## src/rtl/axi_gpio_lite_master.sv

```systemverilog
// rtl/axi_gpio_lite_master.sv - single-outstanding AXI4-Lite master for the GPIO register port
module axi_gpio_lite_master #(
  parameter int ADDR_W  = 9,
  parameter int DATA_W  = 32,
  parameter int TIMEOUT = 1024
) (
  input  logic                  s_axi_aclk,
  input  logic                  s_axi_aresetn,
  // command side
  input  logic                  cmd_valid,
  output logic                  cmd_ready,
  input  logic                  cmd_write,
  input  logic [ADDR_W-1:0]     cmd_addr,
  input  logic [DATA_W-1:0]     cmd_wdata,
  input  logic [DATA_W/8-1:0]   cmd_wstrb,
  // response side
  output logic                  rsp_valid,
  input  logic                  rsp_ready,
  output logic [DATA_W-1:0]     rsp_rdata,
  output logic [1:0]            rsp_resp,
  output logic                  rsp_write,
  output logic                  timeout_err,
  // AXI4-Lite write address
  output logic [ADDR_W-1:0]     m_axi_awaddr,
  output logic                  m_axi_awvalid,
  input  logic                  m_axi_awready,
  // AXI4-Lite write data
  output logic [DATA_W-1:0]     m_axi_wdata,
  output logic [DATA_W/8-1:0]   m_axi_wstrb,
  output logic                  m_axi_wvalid,
  input  logic                  m_axi_wready,
  // AXI4-Lite write response
  input  logic [1:0]            m_axi_bresp,
  input  logic                  m_axi_bvalid,
  output logic                  m_axi_bready,
  // AXI4-Lite read address
  output logic [ADDR_W-1:0]     m_axi_araddr,
  output logic                  m_axi_arvalid,
  input  logic                  m_axi_arready,
  // AXI4-Lite read data
  input  logic [DATA_W-1:0]     m_axi_rdata,
  input  logic [1:0]            m_axi_rresp,
  input  logic                  m_axi_rvalid,
  output logic                  m_axi_rready
);

  localparam int          STRB_W    = DATA_W / 8;
  localparam logic [15:0] TIMEOUT_C = 16'(TIMEOUT);

  typedef enum logic [2:0] {
    IDLE    = 3'd0,
    WR_REQ  = 3'd1,
    WR_RESP = 3'd2,
    RD_REQ  = 3'd3,
    RD_RESP = 3'd4,
    RSP     = 3'd5
  } state_e;

  state_e              state_q;
  logic                cmd_ready_q;
  logic [ADDR_W-1:0]   addr_q;
  logic [DATA_W-1:0]   wdata_q;
  logic [STRB_W-1:0]   wstrb_q;
  logic                awvalid_q;
  logic                wvalid_q;
  logic                bready_q;
  logic                arvalid_q;
  logic                rready_q;
  logic                rsp_valid_q;
  logic [DATA_W-1:0]   rsp_rdata_q;
  logic [1:0]          rsp_resp_q;
  logic                rsp_write_q;
  logic [15:0]         wait_cnt_q;
  logic [15:0]         wait_cnt_d;
  logic                wait_hit_d;
  logic                timeout_err_q;
  logic                aw_done;
  logic                w_done;

  // Next wait-count value if the FSM stays put, saturating so it never wraps back under TIMEOUT
  always_comb begin
    wait_cnt_d = (wait_cnt_q == 16'hFFFF) ? wait_cnt_q : wait_cnt_q + 16'd1;
    wait_hit_d = (wait_cnt_d == TIMEOUT_C);
    // a channel counts as done once its valid is gone or is being accepted this cycle
    aw_done    = !awvalid_q || m_axi_awready;
    w_done     = !wvalid_q  || m_axi_wready;
  end

  // Transaction FSM; every AXI and response output is a register so no valid follows a ready combinationally
  always_ff @(posedge s_axi_aclk or negedge s_axi_aresetn) begin
    if (!s_axi_aresetn) begin
      state_q       <= IDLE;
      cmd_ready_q   <= 1'b0;
      addr_q        <= '0;
      wdata_q       <= '0;
      wstrb_q       <= '0;
      awvalid_q     <= 1'b0;
      wvalid_q      <= 1'b0;
      bready_q      <= 1'b0;
      arvalid_q     <= 1'b0;
      rready_q      <= 1'b0;
      rsp_valid_q   <= 1'b0;
      rsp_rdata_q   <= '0;
      rsp_resp_q    <= 2'b00;
      rsp_write_q   <= 1'b0;
      wait_cnt_q    <= '0;
      timeout_err_q <= 1'b0;
    end else begin
      case (state_q)
        IDLE: begin
          wait_cnt_q <= '0;
          if (cmd_valid && cmd_ready_q) begin
            cmd_ready_q   <= 1'b0;
            addr_q        <= cmd_addr;
            wdata_q       <= cmd_wdata;
            wstrb_q       <= cmd_wstrb;
            rsp_write_q   <= cmd_write;
            timeout_err_q <= 1'b0;
            if (cmd_write) begin
              state_q   <= WR_REQ;
              awvalid_q <= 1'b1;
              wvalid_q  <= 1'b1;
            end else begin
              state_q   <= RD_REQ;
              arvalid_q <= 1'b1;
            end
          end else begin
            cmd_ready_q <= 1'b1;
          end
        end

        WR_REQ: begin
          // AW and W retire independently; the state moves on once neither is outstanding
          if (awvalid_q && m_axi_awready) awvalid_q <= 1'b0;
          if (wvalid_q && m_axi_wready)   wvalid_q  <= 1'b0;
          if (aw_done && w_done) begin
            state_q    <= WR_RESP;
            bready_q   <= 1'b1;
            wait_cnt_q <= '0;
          end else begin
            wait_cnt_q <= wait_cnt_d;
            if (wait_hit_d) timeout_err_q <= 1'b1;
          end
        end

        WR_RESP: begin
          if (m_axi_bvalid) begin
            state_q     <= RSP;
            bready_q    <= 1'b0;
            rsp_valid_q <= 1'b1;
            rsp_resp_q  <= m_axi_bresp;
            rsp_rdata_q <= '0;
            wait_cnt_q  <= '0;
          end else begin
            wait_cnt_q <= wait_cnt_d;
            if (wait_hit_d) timeout_err_q <= 1'b1;
          end
        end

        RD_REQ: begin
          if (m_axi_arready) begin
            state_q    <= RD_RESP;
            arvalid_q  <= 1'b0;
            rready_q   <= 1'b1;
            wait_cnt_q <= '0;
          end else begin
            wait_cnt_q <= wait_cnt_d;
            if (wait_hit_d) timeout_err_q <= 1'b1;
          end
        end

        RD_RESP: begin
          if (m_axi_rvalid) begin
            state_q     <= RSP;
            rready_q    <= 1'b0;
            rsp_valid_q <= 1'b1;
            rsp_resp_q  <= m_axi_rresp;
            rsp_rdata_q <= m_axi_rdata;
            wait_cnt_q  <= '0;
          end else begin
            wait_cnt_q <= wait_cnt_d;
            if (wait_hit_d) timeout_err_q <= 1'b1;
          end
        end

        RSP: begin
          // waiting on the consumer is not an AXI handshake, so the wait counter stays cleared
          wait_cnt_q <= '0;
          if (rsp_ready) begin
            state_q     <= IDLE;
            rsp_valid_q <= 1'b0;
            cmd_ready_q <= 1'b1;
          end
        end

        default: begin
          state_q     <= IDLE;
          awvalid_q   <= 1'b0;
          wvalid_q    <= 1'b0;
          bready_q    <= 1'b0;
          arvalid_q   <= 1'b0;
          rready_q    <= 1'b0;
          rsp_valid_q <= 1'b0;
          cmd_ready_q <= 1'b0;
          wait_cnt_q  <= '0;
        end
      endcase
    end
  end

  assign cmd_ready     = cmd_ready_q;
  assign rsp_valid     = rsp_valid_q;
  assign rsp_rdata     = rsp_rdata_q;
  assign rsp_resp      = rsp_resp_q;
  assign rsp_write     = rsp_write_q;
  assign timeout_err   = timeout_err_q;

  // both address channels carry the one latched command address
  assign m_axi_awaddr  = addr_q;
  assign m_axi_awvalid = awvalid_q;
  assign m_axi_wdata   = wdata_q;
  assign m_axi_wstrb   = wstrb_q;
  assign m_axi_wvalid  = wvalid_q;
  assign m_axi_bready  = bready_q;
  assign m_axi_araddr  = addr_q;
  assign m_axi_arvalid = arvalid_q;
  assign m_axi_rready  = rready_q;

endmodule

```

## config.mk

```make
export PLATFORM = sky130hd
export DESIGN_NAME = axi_gpio_lite_master
export DESIGN_NICKNAME = d
export VERILOG_FILES = /design/src/rtl/axi_gpio_lite_master.sv
export SDC_FILE = /design/constraint.sdc
export NUM_CORES = 1
export LEC_CHECK = 0
export ABC_AREA = 1
export ABC_CLOCK_PERIOD_IN_PS = 2300
export BUFFER_PORTS_ARGS = -buffer_cell sky130_fd_sc_hd__buf_2
export CORE_MARGIN = 1
export CORE_UTILIZATION = 49
export CTS_BUF_LIST = sky130_fd_sc_hd__clkbuf_16
export DETAILED_ROUTE_END_ITERATION = 12
export GPL_TIMING_DRIVEN = 0
export PLACE_DENSITY_LB_ADDON = 0.12
export SLEW_MARGIN = 20
export SYNTH_ARGS = -nofsm -noshare
export SYNTH_HDL_FRONTEND = slang
export SYNTH_SLANG_ARGS = --single-unit
export TNS_END_PERCENT = 100
```

## constraint.sdc

```tcl
create_clock -name s_axi_aclk -period 2.3 [get_ports s_axi_aclk]
set_input_delay 0.46 -clock s_axi_aclk [delete_from_list [all_inputs] [get_ports s_axi_aclk]]
set_output_delay 0.46 -clock s_axi_aclk [all_outputs]
set_load 0.01 [all_outputs]
```

**After elaboration in Yosys (flattened, before gate mapping)**

Index checks and enable logic that the tools add are counted.

- Register bits after elaboration: 107
- Input bits: 91
- Output and inout port bits: 97
- Logic and storage cells: 122

- Add/sub/neg operators: 1
- Equality and inequality tests: 21
- Multiplexer cells: 50
- Bitwise operators: 6
- Reductions and logical operators: 28

Operators by type and width:

| kind | count |
|---|---|
| 16-bit two-way mux | 5 |
| 32-bit two-way mux | 2 |
| 16-bit one-hot mux with 4 select lines | 1 |
| 32-bit one-hot mux with 2 select lines | 1 |
| 2-bit != test (second input constant) | 14 |
| 1-bit two-way mux | 22 |
| 4-bit OR reduction | 5 |
| 3-bit two-way mux | 6 |
| 1-bit one-hot mux with 3 select lines | 6 |
| 3-bit one-hot mux with 6 select lines | 1 |
| 16-bit by 1-bit adder with 16-bit output (second input constant) | 1 |
| 16-bit by 11-bit == test with 1-bit output (second input constant) | 1 |
| 16-bit == test (second input constant) | 1 |
| 4-bit AND reduction | 4 |
| 6-bit AND reduction | 2 |
| 3-bit AND reduction | 3 |
| 3-bit by 2-bit == test with 1-bit output (second input constant) | 2 |
| 3-bit == test (second input constant) | 2 |
| 2-bit two-way mux | 3 |
| 1-bit inverter | 6 |
| 1-bit one-hot mux with 5 select lines | 1 |
| 5-bit nonzero test | 1 |
| 1-bit logical AND | 4 |
| 1-bit one-hot mux with 4 select lines | 1 |
| 8 further kinds | 11 |

**Depth between registers and ports, before layout**

Gate-level depths: netlist of run 1.

- Depth in word-level cells: 6
- Mapped depth: 13
- Mapped depth without buffers: 13

**Least setup slack after synthesis of run 1**

Ideal clock, no wire load.

- Path type: reg-to-reg
- Start: reg wait_cnt_q[0]
- End: reg timeout_err_q, in the netlist timeout_err
- Library setup time: 116 ps
- Data arrival time: 1,514 ps
- Data required time: 2,184 ps
- Path slack: 670 ps
- Stages on the path, launching flop included: 13
- Path buffers: 0
- Period minus slack after synthesis: 1,630 ps
- Cells stage by stage: dfrtp_1 > ha_1 > nand3_2 > inv_2 > nand2_2 > nor2_4 > inv_4 > nand3_1 > nor2_1 > nand3_1 > nor2_1 > nor2_1 > nor2_1

- Longest elaborated chain between the ends: 6
- Elaborated cells on any way between the ends: 10
- Those cells by class: add/sub (1); eq/ne (2); mux (7)

RTL lines:

| item | RTL line | text |
|---|---|---|
| start, declared | 73 | `logic [15:0] wait_cnt_q;` |
| start signal, assigned | 141 | `wait_cnt_q <= wait_cnt_d;` |
| start signal, assigned | 155 | `wait_cnt_q <= wait_cnt_d;` |
| start signal, assigned | 167 | `wait_cnt_q <= wait_cnt_d;` |
| 16-bit by 1-bit adder with 16-bit output or 16-bit == test (tied branches) | 82 | `wait_cnt_d = (wait_cnt_q == 16'hFFFF) ? wait_cnt_q : wait_cnt_q + 16'd1;` |
| 16-bit two-way mux * | 82 |  |
| 16-bit by 11-bit == test with 1-bit output * | 83 | `wait_hit_d = (wait_cnt_d == TIMEOUT_C);` |
| 1-bit two-way mux * | -- |  |
| 1-bit two-way mux (on tied branches) | -- |  |
| 1-bit one-hot mux with 5 select lines * | -- |  |
| end signal, assigned | 107 | `timeout_err_q <= 1'b0;` |
| end signal, assigned | 118 | `timeout_err_q <= 1'b0;` |
| end signal, assigned | 142 | `if (wait_hit_d) timeout_err_q <= 1'b1;` |
| end, declared | 76 | `logic timeout_err_q;` |

Mark *: on every way between the ends. The rest lies on a longest branch, timed or not. The select of a mux whose other input is x is not followed.
A chain may end at the register's enable or synchronous reset.

**Worst setup path in the final report of run 1**

Same ends and word-level chain as after synthesis.

==> impl_metrics.yaml, run 1 <==
run_status:
  outcome: "finished clean"
clocking:
  postCtsSetupBuffers: 0
  cts_buffers: 9
  htreeDepth: 3
  holdBufCountCts: 0
  clockBufferDepth: 2
  post_cts_resize_count: 0
  clock_latency_ns: 0.34
  clk_pin_slew_ns: 0.07
  root_buffer: "clkbuf_16"
  cts_tree: "yes"
  cts_sinks: 107
synth:
  synth_flop_cell: "dfrtp_1"
  syn_area_sq_mm: 0.00494
  synth_warnings: 0
  synth.distinct_cells: 28
  synth-seq-area-share: 0.542
  synth.avg_cell_area_sq_um: 8.08
  syn_nets: 703
  synth_edf_count: 0
  syn_inst: 611
  ys_seq_elements: 107
  synthArstFlopShare: 1.00
place:
  io_buffer_count: 187
  gp_congestion: 0.871
  dpl.hpwl_microns: 9070
worst_setup_path:
  r2r-end: "timeout_err$_DFFE_PN0P_"
  cp_max_fo: 7
  end_kind: "register"
  critical-path-max-stage-delay_ns: 0.49
  cp_num_buf_inv: 0
  critPathLaunch: "wait_cnt_q[0]$_DFF_PN0_"
  arrival_ns: 2.18
  critPathKind: "register to register"
  cpMostUsedCell: "nor2_1"
  worst_r2r_path_depth: 11
  cp-endpoint: "timeout_err$_DFFE_PN0P_"
  cp_cell_sequence: "ha_1, nand3_2, nor2_4, nand4_1, nand2_1, nand2_1, nor2_1, nand3_1, nor2_1, nor2_1, nor2_1"
  r2r_setup_slack_ns: 0.40
  worst-endpoint-required_ns: 2.58
  cp_slowest_cell: "dfrtp_1"
  path_depth: 11
  path_delay_family: "simple AND/OR/NAND/NOR gates"
  r2r-start: "wait_cnt_q[0]$_DFF_PN0_"
  start_kind: "register"
routing:
  drc: 0
  vias: 4557
  dr.first_iter.drc_count: 221
  viasPerCell: 4.81
  wl_microns: 11900
  wl_per_cell_microns: 12.6
  drtAntennaViolNets: 0
  drt_pass1_iterations: 4
timing:
  relSlewSlack: 0.669
  rsz0062_at_grt: "no"
  fmax_mhz: 527
  final.setup_skew_ns: 0.00615
  max_slew.worst_pin.slew_ns: 0.496
  min_period_ns: 1.90
  finalCritPeriodShare: 0.825
  slew_viol_final: 0
  hold_viol_final: 0
  tns_ns: 0
  setup_viol: 0
die:
  die_x_microns: 102
  rows: 36
  initial_core_util: 0.505
  coreArea_sq_mm: 0.00977
  die_y_microns: 102
  die-area_sq_mm: 0.0105
  ios: 188
global_route:
  globalRouteTotalUtil: 0.236
  grt_pass1_vias: 4227
  antenna_found_initial: 1
  grt-ovfl-total: 0
  grt_max_degree: 56
  grt_pass1_wl_microns: 19200
power_and_ir_drop:
  powerDensity_mw_per_mm2: 1200
  p_leak_nw: 3.55
  ir_drop_v: 0.000706
final_layout:
  seqCellArea_sq_mm: 0.00268
  fillers: 892
  drive_gt1_frac: 0.314
  layout_common_cells: "nand2_1 (280), buf_2 (196), dfrtp_1 (107), o21ai_0 (36), nor2_1 (32)"
  syn_to_final_growth_pct: 28.1
  final_common_cell: "nand2_1"
  multi_input_area_sq_mm: 0.00192
  final_core_util: 0.647
  nNetsFinal: 902
min_path:
  min_path_type: "primary input to asynchronous set/reset pin"
run:
  cap_viol_max_count: 0
## cells by family (layout without fill, tap and decap cells)
family / count (synthesis) / count (layout) / synth area share
adders and majority gates: 1 / 1 / 0.00253
AOI/OAI and AO/OA: 63 / 63 / 0.0659
buffers and inverters: 71 / 273 / 0.0697
and+or+nand+nor: 363 / 363 / 0.309
DFF: 107 / 107 / 0.542
xor gates and xnor gates: 6 / 6 / 0.0106
other: 0 / 1 / 0
## worst reg2reg max path: stages (launching register included)
cell and delay, ns:
dfrtp_1 0.49, ha_1 0.30, nand3_2 0.16, nor2_4 0.18
nand4_1 0.10, nand2_1 0.13, nand2_1 0.07, nor2_1 0.10
nand3_1 0.08, nor2_1 0.10, nor2_1 0.05, nor2_1 0.07
## synth_stat cells, types with 7 or more instances
cell type	n	area share
nand2_1	280	0.21
dfrtp_1	107	0.54
o21ai_0	36	0.036
nor2_1	32	0.024
inv_1	29	0.022
nand3_1	20	0.020
buf_4	14	0.021
a21oi_1	13	0.013
buf_2	10	0.010
inv_2	9	0.0068
o21ai_1	8	0.0081
clkbuf_1	7	0.0053
nor2_4	7	0.016
## metrics by stage
stage	area [sq um]	hold slack (ns)	cells	setup slack [ns]	total power, W
floorplan	4940	0.164	611	0.670	0.00498
global placement	6040	0.450	931	-0.442	0.00621
detailed placement	6080	0.443	932	0.445	0.00632
CTS	6320	0.0749	946	0.407	0.00769
global route	6330	0.0981	947	0.109	0.00825
finish	6330	0.0595	947	0.402	0.00762
## how the worst min path moves through the flow
stage,depth (start not counted),to,slack (ns),startpoint
after detailed placement,1,wait_cnt_q[14]$_DFF_PN0_,0.44,s_axi_aresetn
after global routing,1,wait_cnt_q[12]$_DFF_PN0_,0.1,s_axi_aresetn
after floorplan,0,cmd_ready$_DFFE_PN0P_,0.16,s_axi_aresetn
final,1,wait_cnt_q[14]$_DFF_PN0_,0.06,s_axi_aresetn
after CTS,1,wait_cnt_q[14]$_DFF_PN0_,0.07,s_axi_aresetn
after global placement,2,m_axi_wdata[28]$_DFFE_PN0P_,0.45,m_axi_wdata[28]$_DFFE_PN0P_
## sequential cells by signal, summed over array words and instances (netlist names)
name and cells:
rsp_write 1, rsp_rdata 32, m_axi_bready 1, m_axi_wstrb 4, state_q 3, m_axi_arvalid 1
m_axi_wdata 32, m_axi_wvalid 1, rsp_resp 2, cmd_ready 1, rsp_valid 1, m_axi_araddr 9
m_axi_awvalid 1, timeout_err 1, m_axi_rready 1, wait_cnt_q 16
## area by class of cell
cell class / count / area share
well taps: 133 / 0.0263
diodes: 1 / 0.000395
clock inverters: 5 / 0.00376
flip-flops and latches: 107 / 0.423
clock buffers: 9 / 0.0356
repair buffers: 188 / 0.153
multi-input cells: 433 / 0.303
plain buffers: 32 / 0.0308
inverters: 39 / 0.0235
## power by group
part	leakage (nW)	switching, W	total, W	internal (W)
Combinational	2.02	0.00196	0.00323	0.00128
Clock	0.125	0.000645	0.00135	0.000709
Sequential	1.41	0.000406	0.00303	0.00262
Total	3.55	0.00301	0.00762	0.00461
## routing by layer
| metal | vias up | wire, microns | global-route usage |
|---|---|---|---|
| met5 | - | 0 | 0 |
| met4 | 0 | 195 | 0.0846 |
| met3 | 15 | 891 | 0.0759 |
| met2 | 150 | 5620 | 0.382 |
| met1 | 2094 | 5200 | 0.298 |
| li1 | 2298 | - | - |
Power figures use the tool's default switching activity.
==> run 2: changes to the inputs <==
- ABC_CLOCK_PERIOD_IN_PS: 2300 -> 1800
- clock period: 2.3 -> 1.8 ns (I/O delays scaled with it)
==> impl_metrics.yaml, run 2 (synthesis results as in run 1) <==
run_status:
  outcome: "finished clean"
timing:
  tns_ns: 0
  setup_viol: 0
  rsz0062_at_grt: "yes"
  fmax_mhz: 607
  timing.hold.ws_ns: 0.214
  max_slew.worst_pin.slew_ns: 0.495
  finalCritPeriodShare: 0.915
  min_period_ns: 1.65
  final.setup_skew_ns: 0.00562
  finalWorstSetupSlack_ns: 0.153
  slew_viol_final: 0
  hold_viol_final: 0
  relSlewSlack: 0.670
global_route:
  gr-usage-met3: 0.0759
  globalRouteTotalUtil: 0.236
  grt_most_used_layer: "met2"
  grt-ovfl-total: 0
  grt_util_met1: 0.298
  grt_pass1_vias: 4227
  grt_max_degree: 56
  antenna_found_initial: 1
  use_met2: 0.382
  grt_pass1_wl_microns: 19200
routing:
  wl_microns: 12100
  vias: 4604
  drtAntennaViolNets: 0
  viasPerCell: 4.84
  drt_pass1_iterations: 5
  drc: 0
  dr.first_iter.drc_count: 175
  wl_per_cell_microns: 12.8
run:
  cap_viol_max_count: 0
place:
  place_ws_ns: -0.0552
  io_buffer_count: 187
  gp_congestion: 0.871
  dp.cells: 932
  dpl.hpwl_microns: 9070
  placed_cell_area_sq_mm: 0.00608
final_layout:
  final_common_cell: "nand2_1"
  nNetsFinal: 906
  drive_gt1_frac: 0.334
  fin_cells: 951
  finalInstanceArea_sq_mm: 0.00642
  layout_common_cells: "nand2_1 (276), buf_2 (196), dfrtp_1 (103), o21ai_0 (36), inv_1 (30)"
  syn_to_final_growth_pct: 30.0
clocking:
  cts_buffers: 9
  clockBufferDepth: 2
  clk_pin_slew_ns: 0.07
  cts_sinks: 107
  clock_latency_ns: 0.34
  root_buffer: "clkbuf_16"
  htreeDepth: 3
  cts_tree: "yes"
die:
  initial_core_util: 0.505
  die_y_microns: 102
  die-area_sq_mm: 0.0105
  rows: 36
  coreArea_sq_mm: 0.00977
  die_x_microns: 102
  ios: 188
power_and_ir_drop:
  powerDensity_mw_per_mm2: 1530
  ir_drop_v: 0.000914
  p_leak_nw: 3.57
worst_setup_path:
  r2r_setup_slack_ns: 0.15
  critical-path-max-stage-delay_ns: 0.40
  cp_num_buf_inv: 0
  cp_slowest_cell: "dfrtp_2"
  start_kind: "register"
  critPathKind: "register to register"
  cp_max_fo: 4
  worst-endpoint-required_ns: 2.08
  cp_cell_sequence: "ha_4, nand3_4, nor2_4, nand4_1, nand2_1, nand2_1, nor2_1, nand3_1, nor2_1, nor2_1, nor2_1"
  cpMostUsedCell: "nor2_1"
  path_delay_family: "simple AND/OR/NAND/NOR gates"
  arrival_ns: 1.92
  end_kind: "register"
min_path:
  min_path_type: "primary input to register"
==> run 2: cell types whose count changed in the layout (fill, tap and decap cells not counted), moves of 2 or more <==
| cell | before | now |
|---|---|---|
| dfrtp_1 | 107 | 103 |
| dfrtp_2 | 0 | 4 |
| nand2_1 | 280 | 276 |
| nand2_2 | 6 | 10 |
| buf_4 | 14 | 17 |
| nor2_1 | 32 | 29 |
| nor2_2 | 6 | 8 |
==> run 2: final cells by class <==
class | instances | area, sq um
timing repair buffer | 192 | 1000
multi-input combinational | 433 | 1970
fill | 891 | 3350
sequential | 107 | 2680
antenna | 1 | 2.50
tap | 133 | 166
clock inverter | 5 | 23.8
clock buffer | 9 | 225
buffer | 32 | 196
inverter | 39 | 149
==> run 2: layer usage <==
metal / wire [microns] / share of wire
met2: 5780 / 0.48
met5: 0 / 0
met4: 192 / 0.016
met3: 896 / 0.074
met1: 5260 / 0.43
==> run 2: what timing repair did <==
action,4_1_cts,5_1_grt
hold endpoints to repair,52,0
resized for setup,2,17
gates cloned,0,0
pin swaps,0,2
hold buffers,1,0
buffers inserted,0,3
endpoints found under the setup margin,11,62
==> run 2: per-stage QoR <==
stage	util	total power, W
2_1_floorplan	-	0.00637
3_5_place_dp	0.622	0.00808
5_1_grt	0.657	0.0106
4_1_cts	0.648	0.00983
3_3_place_gp	0.618	0.00794
6_report	0.657	0.00983
==> run 2: report_power, final <==
| group | switching, W | internal [W] |
|---|---|---|
| Sequential | 0.000518 | 0.00336 |
| Combinational | 0.00255 | 0.00167 |
| Clock | 0.000821 | 0.000906 |
==> run 2: worst paths after layout <==
check	from	end	cells after the start
max in group asynchronous	s_axi_aresetn	wait_cnt_q[2]$_DFF_PN0_	3
hold reg to reg	m_axi_wstrb[0]$_DFFE_PN0P_	m_axi_wstrb[0]$_DFFE_PN0P_	2
min in group asynchronous	s_axi_aresetn	wait_cnt_q[14]$_DFF_PN0_	2
setup reg to reg	wait_cnt_q[0]$_DFF_PN0_	timeout_err$_DFFE_PN0P_	11
setup / recovery	wait_cnt_q[0]$_DFF_PN0_	timeout_err$_DFFE_PN0P_	11
hold / removal	cmd_addr[1]	m_axi_araddr[1]$_DFFE_PN0P_	3
==> run 2: worst register-to-register path: cells and delay by family (launching register included) <==
family        cells  cell delay (ns)
flops             1             0.40
simple gates     10             1.02
fa+ha+maj         1             0.18
==> run 3: changes to the inputs <==
- ABC_CLOCK_PERIOD_IN_PS: 1800 -> 2100
- CORE_UTILIZATION: 49 -> 53
- clock period: 1.8 -> 2.1 ns (I/O delays scaled with it)
==> impl_metrics.yaml, run 3 (synthesis results as in run 1) <==
routing:
  dr.first_iter.drc_count: 199
  drc: 7
  wl_per_cell_microns: 13.2
  viasPerCell: 4.98
  drt_pass1_iterations: 12
  drtAntennaViolNets: 0
  vias: 4599
  wl_microns: 12200
timing:
  final.setup_skew_ns: 0.0117
  finalWorstSetupSlack_ns: 0.149
  setup_viol: 0
  timing.hold.ws_ns: -0.0190
  finalCritPeriodShare: 0.929
  hold_viol_final: 29
  relSlewSlack: 0.713
  max_slew.worst_pin.slew_ns: 0.430
  rsz0062_at_grt: "no"
  fmax_mhz: 513
  slew_viol_final: 0
  min_period_ns: 1.95
clocking:
  cts_buffers: 9
  cts_tree: "yes"
  root_buffer: "clkbuf_16"
  clk_pin_slew_ns: 0.07
  post_cts_resize_count: 0
  htreeDepth: 3
  postCtsSetupBuffers: 0
  clockBufferDepth: 2
  holdBufCountCts: 0
  clock_latency_ns: 0.35
  cts_sinks: 107
global_route:
  globalRouteTotalUtil: 0.264
  grt_pass1_vias: 4581
  grt_max_degree: 67
  grt-ovfl-total: 0
  antenna_found_initial: 0
  grt_pass1_wl_microns: 20400
final_layout:
  final_common_cell: "nand2_1"
  fin_cells: 923
  layout_common_cells: "nand2_1 (280), buf_2 (196), dfrtp_1 (106), o21ai_0 (36), nor2_1 (32)"
  diodes: 0
  seqCellArea_sq_mm: 0.00268
  final_core_util: 0.712
  multi_input_area_sq_mm: 0.00192
  drive_gt1_frac: 0.320
  fillers: 705
  nNetsFinal: 902
  syn_to_final_growth_pct: 28.1
place:
  dp.cells: 907
  dpl.hpwl_microns: 9380
  place_ws_ns: 0.133
  gp_congestion: 0.912
  io_buffer_count: 187
die:
  rows: 34
  die-area_sq_mm: 0.00971
  die_y_microns: 98.5
  die_x_microns: 98.5
  initial_core_util: 0.556
  ios: 188
  coreArea_sq_mm: 0.00889
run:
  cap_viol_max_count: 0
worst_setup_path:
  cp_max_fo: 7
  worst-endpoint-required_ns: 2.37
  r2r-end: "timeout_err$_DFFE_PN0P_"
  critPathLaunch: "wait_cnt_q[0]$_DFF_PN0_"
  arrival_ns: 2.22
  r2r-start: "wait_cnt_q[0]$_DFF_PN0_"
  worst_r2r_path_depth: 10
  r2r_setup_slack_ns: 0.15
  end_kind: "register"
  critPathKind: "register to register"
  start_kind: "register"
  cp-endpoint: "timeout_err$_DFFE_PN0P_"
power_and_ir_drop:
  p_leak_nw: 3.57
  ir_drop_v: 0.000828
  powerDensity_mw_per_mm2: 1340
run_status:
  outcome: "finished, violations left"
  violations: "design-rule violations, negative hold slack"
min_path:
  min_path_type: "primary input to asynchronous set/reset pin"
run 3: final cells by class:
type                       instances  share of cell area
sequential                       107               0.423
multi-input combinational        433               0.303
timing repair buffer             188               0.153
clock buffer                       9              0.0356
buffer                            32              0.0308
inverter                          39              0.0235
tap                              108              0.0214
clock inverter                     7             0.00909
run 3: layer usage:
metal	GRT usage	part of all wire
met5	0	0
met4	0.116	0.031
met3	0.0596	0.073
met2	0.473	0.50
met1	0.303	0.40
run 3: per-stage QoR:
stage	instance area [sq um]	power, W	TNS [ns]
after floorplan	4940	0.00546	0
after global routing	6330	0.00917	0
after detailed placement	6040	0.00694	0
after global placement	6010	0.00681	-58.26
after CTS	6330	0.00856	0
final	6330	0.00849	0
run 3: report_power, final:
group,total (W),internal [W],switching [W]
Combinational,0.00356,0.00140,0.00216
Clock,0.00161,0.000826,0.000780
Sequential,0.00333,0.00287,0.000458
Total,0.00849,0.00510,0.00339
run 3: how the worst min path moves through the flow:
stage / startpoint / depth (start not counted) / endpoint
2_1_floorplan: s_axi_aresetn / 0 / cmd_ready$_DFFE_PN0P_
3_5_place_dp: s_axi_aresetn / 1 / wait_cnt_q[14]$_DFF_PN0_
6_report: s_axi_aresetn / 1 / wait_cnt_q[14]$_DFF_PN0_
4_1_cts: s_axi_aresetn / 1 / wait_cnt_q[14]$_DFF_PN0_
3_3_place_gp: m_axi_wdata[18]$_DFFE_PN0P_ / 2 / m_axi_wdata[18]$_DFFE_PN0P_
5_1_grt: s_axi_aresetn / 1 / m_axi_wstrb[0]$_DFFE_PN0P_
run 3: worst max-delay path, stage by stage (launching register included):
cell and delay (ns):
dfrtp_2 0.44, ha_1 0.27, nand3_2 0.18, nor2_4 0.17, xnor2_1 0.17, nand3_1 0.10
nor2_1 0.16, nand3_1 0.11, nor2_1 0.14, nor2_1 0.06, nor2_1 0.09
